===== src/rtl/banco_registradores_param.sv =====
// -----------------------------------------------------------------------------
// banco_registradores_param
//   Register file with two combinational read ports and one write port. Each
//   register carries a pending (scoreboard) bit. Reserve marks a register as
//   waiting for a result, and a write clears that mark. Optional features:
//   write-to-read forwarding (BYPASS) and a hardwired zero register (ZERO_REG).
//
// Parameters
//   DATA_WIDTH  register width
//   ADDR_WIDTH  index width, DEPTH = 2**ADDR_WIDTH
//   ZERO_REG    1: index 0 reads 0 and ignores writes/reserves
//   BYPASS      1: same-cycle write data is forwarded to the read ports
//
// Ports
//   clock, reset        rising-edge clock, synchronous active-high reset
//   Read1/Read2         read indices
//   Data1/Data2         read data (combinational)
//   Busy1/Busy2         read index is pending (cleared by a forwarded write)
//   WriteReg/WriteData  write index/data, qualified by RegWrite
//   Reserve/ReserveReg  mark ReserveReg pending at the next edge
//   ReserveErr          one-cycle registered pulse: reserve hit a pending reg
//   PendingCount        registered count of pending registers
// -----------------------------------------------------------------------------

// One register plus its pending bit. The write/reserve enables arrive already
// decoded and masked, so this cell carries no addressing logic.
module banco_reg_cell #(
    parameter int DATA_WIDTH = 16
) (
    input  logic                  clock,
    input  logic                  reset,
    input  logic                  we_i,
    input  logic                  rsv_i,
    input  logic [DATA_WIDTH-1:0] wdata_i,
    output logic [DATA_WIDTH-1:0] data_o,
    output logic                  pend_o,
    output logic                  pend_d_o
);
    logic [DATA_WIDTH-1:0] data_q, data_d;
    logic                  pend_q, pend_d;

    always_comb begin
        data_d = data_q;
        pend_d = pend_q;
        if (we_i) begin
            data_d = wdata_i;
            pend_d = 1'b0;
        end
        // Reserve is evaluated last so it wins over a release to the same reg.
        if (rsv_i) begin
            pend_d = 1'b1;
        end
    end

    always_ff @(posedge clock) begin
        if (reset) begin
            data_q <= '0;
            pend_q <= 1'b0;
        end else begin
            data_q <= data_d;
            pend_q <= pend_d;
        end
    end

    assign data_o   = data_q;
    assign pend_o   = pend_q;
    assign pend_d_o = pend_d;
endmodule

module banco_registradores_param #(
    parameter int DATA_WIDTH = 16,
    parameter int ADDR_WIDTH = 3,
    parameter int ZERO_REG   = 0,
    parameter int BYPASS     = 1
) (
    input  logic                  clock,
    input  logic                  reset,
    input  logic [ADDR_WIDTH-1:0] Read1,
    input  logic [ADDR_WIDTH-1:0] Read2,
    input  logic [ADDR_WIDTH-1:0] WriteReg,
    input  logic [DATA_WIDTH-1:0] WriteData,
    input  logic                  RegWrite,
    input  logic                  Reserve,
    input  logic [ADDR_WIDTH-1:0] ReserveReg,
    output logic [DATA_WIDTH-1:0] Data1,
    output logic [DATA_WIDTH-1:0] Data2,
    output logic                  Busy1,
    output logic                  Busy2,
    output logic                  ReserveErr,
    output logic [ADDR_WIDTH:0]   PendingCount
);
    localparam int DEPTH = 1 << ADDR_WIDTH;
    localparam int CW    = ADDR_WIDTH + 1;

    logic [DEPTH-1:0][DATA_WIDTH-1:0] regs;
    logic [DEPTH-1:0]                 we_vec, rsv_vec, pend_q_vec, pend_d_vec;
    logic                             we_ok, rsv_ok;
    logic                             err_q, err_d;
    logic [CW-1:0]                    cnt_q, cnt_d;

    // With ZERO_REG, accesses to index 0 are dropped here, so register 0 and
    // its pending bit never leave their reset value.
    assign we_ok  = RegWrite && !((ZERO_REG != 0) && (WriteReg   == '0));
    assign rsv_ok = Reserve  && !((ZERO_REG != 0) && (ReserveReg == '0));

    for (genvar g = 0; g < DEPTH; g++) begin : g_reg
        assign we_vec[g]  = we_ok  && (WriteReg   == ADDR_WIDTH'(g));
        assign rsv_vec[g] = rsv_ok && (ReserveReg == ADDR_WIDTH'(g));

        banco_reg_cell #(
            .DATA_WIDTH (DATA_WIDTH)
        ) u_cell (
            .clock    (clock),
            .reset    (reset),
            .we_i     (we_vec[g]),
            .rsv_i    (rsv_vec[g]),
            .wdata_i  (WriteData),
            .data_o   (regs[g]),
            .pend_o   (pend_q_vec[g]),
            .pend_d_o (pend_d_vec[g])
        );
    end

    // Double reserve is an error unless the same cycle also releases that reg.
    always_comb begin
        err_d = rsv_ok && pend_q_vec[ReserveReg]
                && !(RegWrite && (WriteReg == ReserveReg));
    end

    // Count from the next-state pending bits so the count register moves on
    // the same edge as the bits themselves.
    always_comb begin
        cnt_d = '0;
        for (int i = 0; i < DEPTH; i++) begin
            cnt_d = cnt_d + CW'(pend_d_vec[i]);
        end
    end

    always_ff @(posedge clock) begin
        if (reset) begin
            err_q <= 1'b0;
            cnt_q <= '0;
        end else begin
            err_q <= err_d;
            cnt_q <= cnt_d;
        end
    end

    assign ReserveErr   = err_q;
    assign PendingCount = cnt_q;

    // Forwarding applies only to a write that will actually land.
    function automatic logic fwd_hit(input logic [ADDR_WIDTH-1:0] idx,
                                     input logic                  we,
                                     input logic [ADDR_WIDTH-1:0] widx);
        return (BYPASS != 0) && we && (widx == idx);
    endfunction

    function automatic logic [DATA_WIDTH-1:0] rd_data(
        input logic [ADDR_WIDTH-1:0]          idx,
        input logic [DEPTH-1:0][DATA_WIDTH-1:0] r,
        input logic                           fwd,
        input logic [DATA_WIDTH-1:0]          wdata);
        logic [DATA_WIDTH-1:0] d;
        d = r[idx];
        if (fwd) d = wdata;
        if ((ZERO_REG != 0) && (idx == '0)) d = '0;
        return d;
    endfunction

    logic fwd1, fwd2;

    always_comb begin
        fwd1  = fwd_hit(Read1, we_ok, WriteReg);
        fwd2  = fwd_hit(Read2, we_ok, WriteReg);
        Data1 = rd_data(Read1, regs, fwd1, WriteData);
        Data2 = rd_data(Read2, regs, fwd2, WriteData);
        // A forwarded write delivers the awaited result, so the reader is not
        // stalled on it.
        Busy1 = pend_q_vec[Read1] && !fwd1;
        Busy2 = pend_q_vec[Read2] && !fwd2;
    end
endmodule

===== config.mk =====
export PLATFORM = sky130hd
export DESIGN_NAME = banco_registradores_param
export DESIGN_NICKNAME = d
export VERILOG_FILES = /design/src/rtl/banco_registradores_param.sv
export SDC_FILE = /design/constraint.sdc
export NUM_CORES = 1
export LEC_CHECK = 0
export ABC_AREA = 1
export ABC_CLOCK_PERIOD_IN_PS = 4300
export CAP_MARGIN = 20
export CORE_MARGIN = 2
export CORE_UTILIZATION = 59
export DETAILED_ROUTE_END_ITERATION = 7
export PLACE_DENSITY = 0.81
export RECOVER_POWER = 25
export SETUP_SLACK_MARGIN = 0.1
export SKIP_CTS_REPAIR_TIMING = 1
export SLEW_MARGIN = 40
export SYNTH_ARGS = -nofsm -noshare
export SYNTH_HDL_FRONTEND = slang
export SYNTH_SLANG_ARGS = --single-unit
export TNS_END_PERCENT = 10

===== constraint.sdc =====
create_clock -name clock -period 4.3 [get_ports clock]
set_input_delay 0.43 -clock clock [delete_from_list [all_inputs] [get_ports clock]]
set_output_delay 0.43 -clock clock [all_outputs]
set_load 0.02 [all_outputs]

* Word-level counts from Yosys, hierarchy flattened *
Index checks and enable logic that the tools add are counted.

word-level totals
  register bits after elaboration = 141
  output and inout bits = 39

cells by class
  add/subtract/negate cells = 7
  order comparisons = 3
  equal/unequal tests = 17
  mux-type cells = 28
  reductions and logical operators = 28

operators by type and width
  operator                                                    number
  binary-select mux 16 bit (select 3 bit)                     2
  2-to-1 mux 16 bit                                           4
  equality test 3 bit, second input constant                  8
  logical AND 1 bit                                           23
  2-to-1 mux 1 bit                                            19
  adder 4 x 1 -> 4 bit                                        4
  equality test 3 x 2 -> 1 bit, second input constant         4
  less-than comparator 3 x 4 -> 1 bit, second input constant  3
  binary-select mux 1 bit (select 3 bit)                      3
  equality test 3 bit                                         3
  equality test 3 x 1 -> 1 bit, second input constant         2
  zero test 3 bit                                             2
  adder 3 x 1 -> 4 bit                                        1
  adder 2 x 1 -> 3 bit                                        1
  zero test 1 bit                                             3
  adder 1 x 1 -> 2 bit                                        1

* Longest topological paths before layout *
  word-level depth = 11
  depth in mapped cells = 16
  mapped depth without buffers = 16

* Hierarchy *
A second synthesis with hierarchy kept.

unflattened totals
  cell total of the unflattened synthesis = 1,477
  area, all modules = 8,735.9 µm²

by module, submodules not included
  module                     times used  cells an instance  area an instance (µm²)
  banco_reg_cell             8           74                 588.1
  banco_registradores_param  1           885                4,031.4

* Worst setup path before layout *
OpenSTA, ideal clock, no wires.

  path type = input -> register
  start = input port WriteReg[1]
  end = register cnt_q[2] (netlist: PendingCount[2])
  setup time = 0.128 ns
  arrival = 3.272 ns
  required time = 4.172 ns
  setup slack = 0.900 ns
  stages = 15
  cells stage by stage = buf_4 nor2_1 nand2_1 a22oi_1 fa_1 inv_1 fa_1 inv_1 fa_1 inv_1 ha_1 inv_1 fa_1 xor2_1 nor2_1

on the way
  cells in the longest elaborated chain, start to end = 11

RTL lines
  item                                                             line  text
  start, declared                                                  80    input logic [ADDR_WIDTH-1:0] WriteReg,
  equality test 3 x 1 -> 1 bit or zero test 3 bit (tied branches)  107   assign we_vec[g] = we_ok && (WriteReg == ADDR_WIDTH'(g));
  logical AND 1 bit                                                107
  2-to-1 mux 1 bit                                                 45    if (we_i) begin
  2-to-1 mux 1 bit                                                 50    if (rsv_i) begin
  adder 1 x 1 -> 2 bit                                             135   cnt_d = cnt_d + CW'(pend_d_vec[i]);
  adder 2 x 1 -> 3 bit                                             135
  adder 3 x 1 -> 4 bit                                             135
  adder 4 x 1 -> 4 bit (3 in series)                               135
  adder 4 x 1 -> 4 bit (*)                                         135
  end signal, assigned                                             145   cnt_q <= cnt_d;
  end, declared                                                    99    logic [CW-1:0] cnt_q, cnt_d;

Mark *: on every way between the ends. The rest lies on a longest branch, timed or not.
A chain may end at the register's enable or synchronous reset.

* Worst setup path after layout *
  start = input port WriteReg[0]
  end = register cnt_q[2] (netlist: PendingCount[2])

Same word-level chain as after synthesis.

==> out/summary.txt <==
RSZ-0062 raised after global routing: no
grt peak-use layer: met2
Tcrit/Tclk final: 0.894
switch share: 0.295
P_int: 2.36 mW
maximum clock frequency: 260 MHz
Cells after Synth: 1355
CP required: 4.58 ns
filler-free cell count of the finished design: 1546
synth cell count leaders: 403 x nand2_1, 230 x nand3_1, 149 x inv_1, 149 x nor2_1, 141 x dfxtp_1
Worst Skew: 0.00212 ns
Worst Tran Pin Value: 1.85 ns
hpwl dp: 15100 um
nets: 1393
IO Port Bufs: 70
drt total wl: 26100 um
core area: 0.0139 mm^2
synthesized area: 0.00848 mm^2
IO Count: 71
CTS HTree Levels: 4
dpl cells: 1515
synth top area cells: dfxtp_1 33%, nand2_1 18%, nand3_1 14%
syn_area_per_cell: 6.26 um^2
number of synthesized flops with an enable pin: 0
Clock transition at path regs: 0.06 ns
CTS buffer count: 17
initial drt markers: 1128
share of layout cells above drive strength 1: 0.0418
worst hold path class: reg2reg
sequential fraction of the synthesis area: 0.333
minimum clock period: 3.84 ns
clock root buffer master: clkbuf_16
std cell rows: 43
clock sink total: 141
Gate power share: 0.204
Top FF cell, synth: dfxtp_1
Vias: 8905
final weighted congestion in routability-driven placement: 0.880
PwrDens: 353 mW/mm^2
pre-CTS setup slack: 0.197 ns
Die Y: 124 um
final number of setup-violating endpoints: 0
met3 Use GR: 0.0852
Avg WL per Cell: 16.9 um
final worst slack: 0.457 ns
Longest Clk Path Bufs: 2
Via density: 5.76
WP data arrival: 4.13 ns
ys async rst share: 0
leading area contributor after synthesis: dfxtp_1
crit path max fanout: 7
DRC violations left: 0
Fin. Hold Viols: 0
crit path capture type: register
largest net degree at the start of global routing: 75
Die Wd: 124 um
sw power: 0.986 mW
violated checks: capacitance limit, slew limit
CP Launch Type: input port
GRT Util Overall: 0.351
status: finished, violations left
Clk pwr share: 0.386
Netlist cell types: 25
Hold WS: 0.479 ns
Area Growth Syn to Fin: 11.7%
GRT met1 Usage: 0.463
worst skew pair latency: 0.42 ns
syn_nets: 1394
CTS tree: yes
Yosys warnings: 0
final setup TNS: 0 ns
Total Power: 3.34 mW
flops & latches, synth: 141
Rel. slew slack: -0.232
drt pass-1 iters: 6
grt met2 use: 0.549
DRT antenna net count: 0
max cap viols: 5
number of antenna violations at the first check in global routing: 1
register share of total power: 0.410
Initial Util: 0.609
Die Area: 0.0153 mm^2
gr ovfl total: 0
vias in the first global route: 8159
WS Path Type: in2reg
post-synth top area share: 0.333
VDD IR max: 0.299 mV
Leak: 4.34 nW
first-pass GRT wire length: 41600 um
most frequent cell after synthesis: nand2_1
Slew Limit Fails: 164
[registers in the layout, summed over array words and instances, names as in the netlist]
signal / cells
g.u_cell.pend_o: 8
ReserveErr: 1
g.u_cell.data_o: 128
PendingCount: 4
[layer usage]
metal | vias to the layer above | part of all wire
met5 | - | 0
met4 | 0 | 0.032
met3 | 83 | 0.11
met2 | 546 | 0.45
met1 | 3922 | 0.41
li1 | 4354 | -
[final timing paths]
| path | start | endpoint | slack (ns) | depth (start not counted) |
|---|---|---|---|---|
| max | WriteReg[0] | PendingCount[2] | 0.46 | 16 |
| max reg2reg | g_reg[3].u_cell.pend_o | PendingCount[2] | 1.18 | 12 |
| min reg2reg | g_reg[2].u_cell.data_o[14] | g_reg[2].u_cell.data_o[14] | 0.48 | 2 |
| min | g_reg[2].u_cell.data_o[14] | g_reg[2].u_cell.data_o[14] | 0.48 | 2 |
[worst max-delay path, cell delays in order]
cell and delay (ns):
dlygate4sd3_1 0.67, inv_1 0.13, nor2_1 0.18, nand2_1 0.11, a22oi_1 0.26, fa_1 0.47
inv_1 0.07, fa_1 0.41, inv_1 0.08, fa_1 0.40, inv_1 0.06, ha_1 0.16
inv_1 0.07, fa_1 0.44, xor2_1 0.14, nor2_1 0.05
[cells in the final DEF (no fill, tap or decap), drive strengths merged]
cell type	synthesis	final
nand3	230	230
nor3b	1	1
buf	79	20
dlygate4sd3	0	4
ha	3	3
clkbuf	33	33
nand2	409	409
dfxtp	141	141
nor2	152	152
o21ai	2	2
inv	158	158
diode	0	1
a211oi	127	127
xor2	1	1
clkdlybuf4s50	0	63
a21oi	8	8
a22oi	5	5
fa	4	4
o211ai	2	2
clkinv	0	2
[cells by family (layout without fill, tap and decap cells)]
logic type | Yosys count | after routing | synth area share
simple gates | 792 | 792 | 0.389
buf+inv | 270 | 280 | 0.138
compound gates | 144 | 144 | 0.126
flops | 141 | 141 | 0.333
fa+ha+maj | 7 | 7 | 0.0139
xor+xnor | 1 | 1 | 0.00103
other cells | 0 | 1 | 0
[power groups by stage]
stage                     combinational, mW  clock (mW)  sequential [mW]
after global placement                0.658           0             1.40
after global routing                  0.740        1.36             1.38
after floorplan                       0.445           0             1.40
final                                 0.681        1.29             1.37
after detailed placement              0.666           0             1.40
after CTS                             0.672        1.30             1.37
[cell type report]
cell class | count | area [um^2]
Multi-Input combinational cell | 944 | 4480
Fill cell | 1251 | 4460
Sequential cell | 141 | 2820
Timing Repair Buffer | 92 | 847
Inverter | 158 | 598
Clock buffer | 28 | 487
Tap cell | 180 | 225
Clock inverter | 2 | 10.0
Antenna cell | 1 | 2.50
[through the flow]
step           utilization  instance area, um^2
6_report             0.680                 9480
2_1_floorplan            -                 8480
3_3_place_gp         0.646                 9000
5_1_grt              0.680                 9480
4_1_cts              0.682                 9500
3_5_place_dp         0.646                 9000
Note: power is estimated with default switching activity, not from simulation.
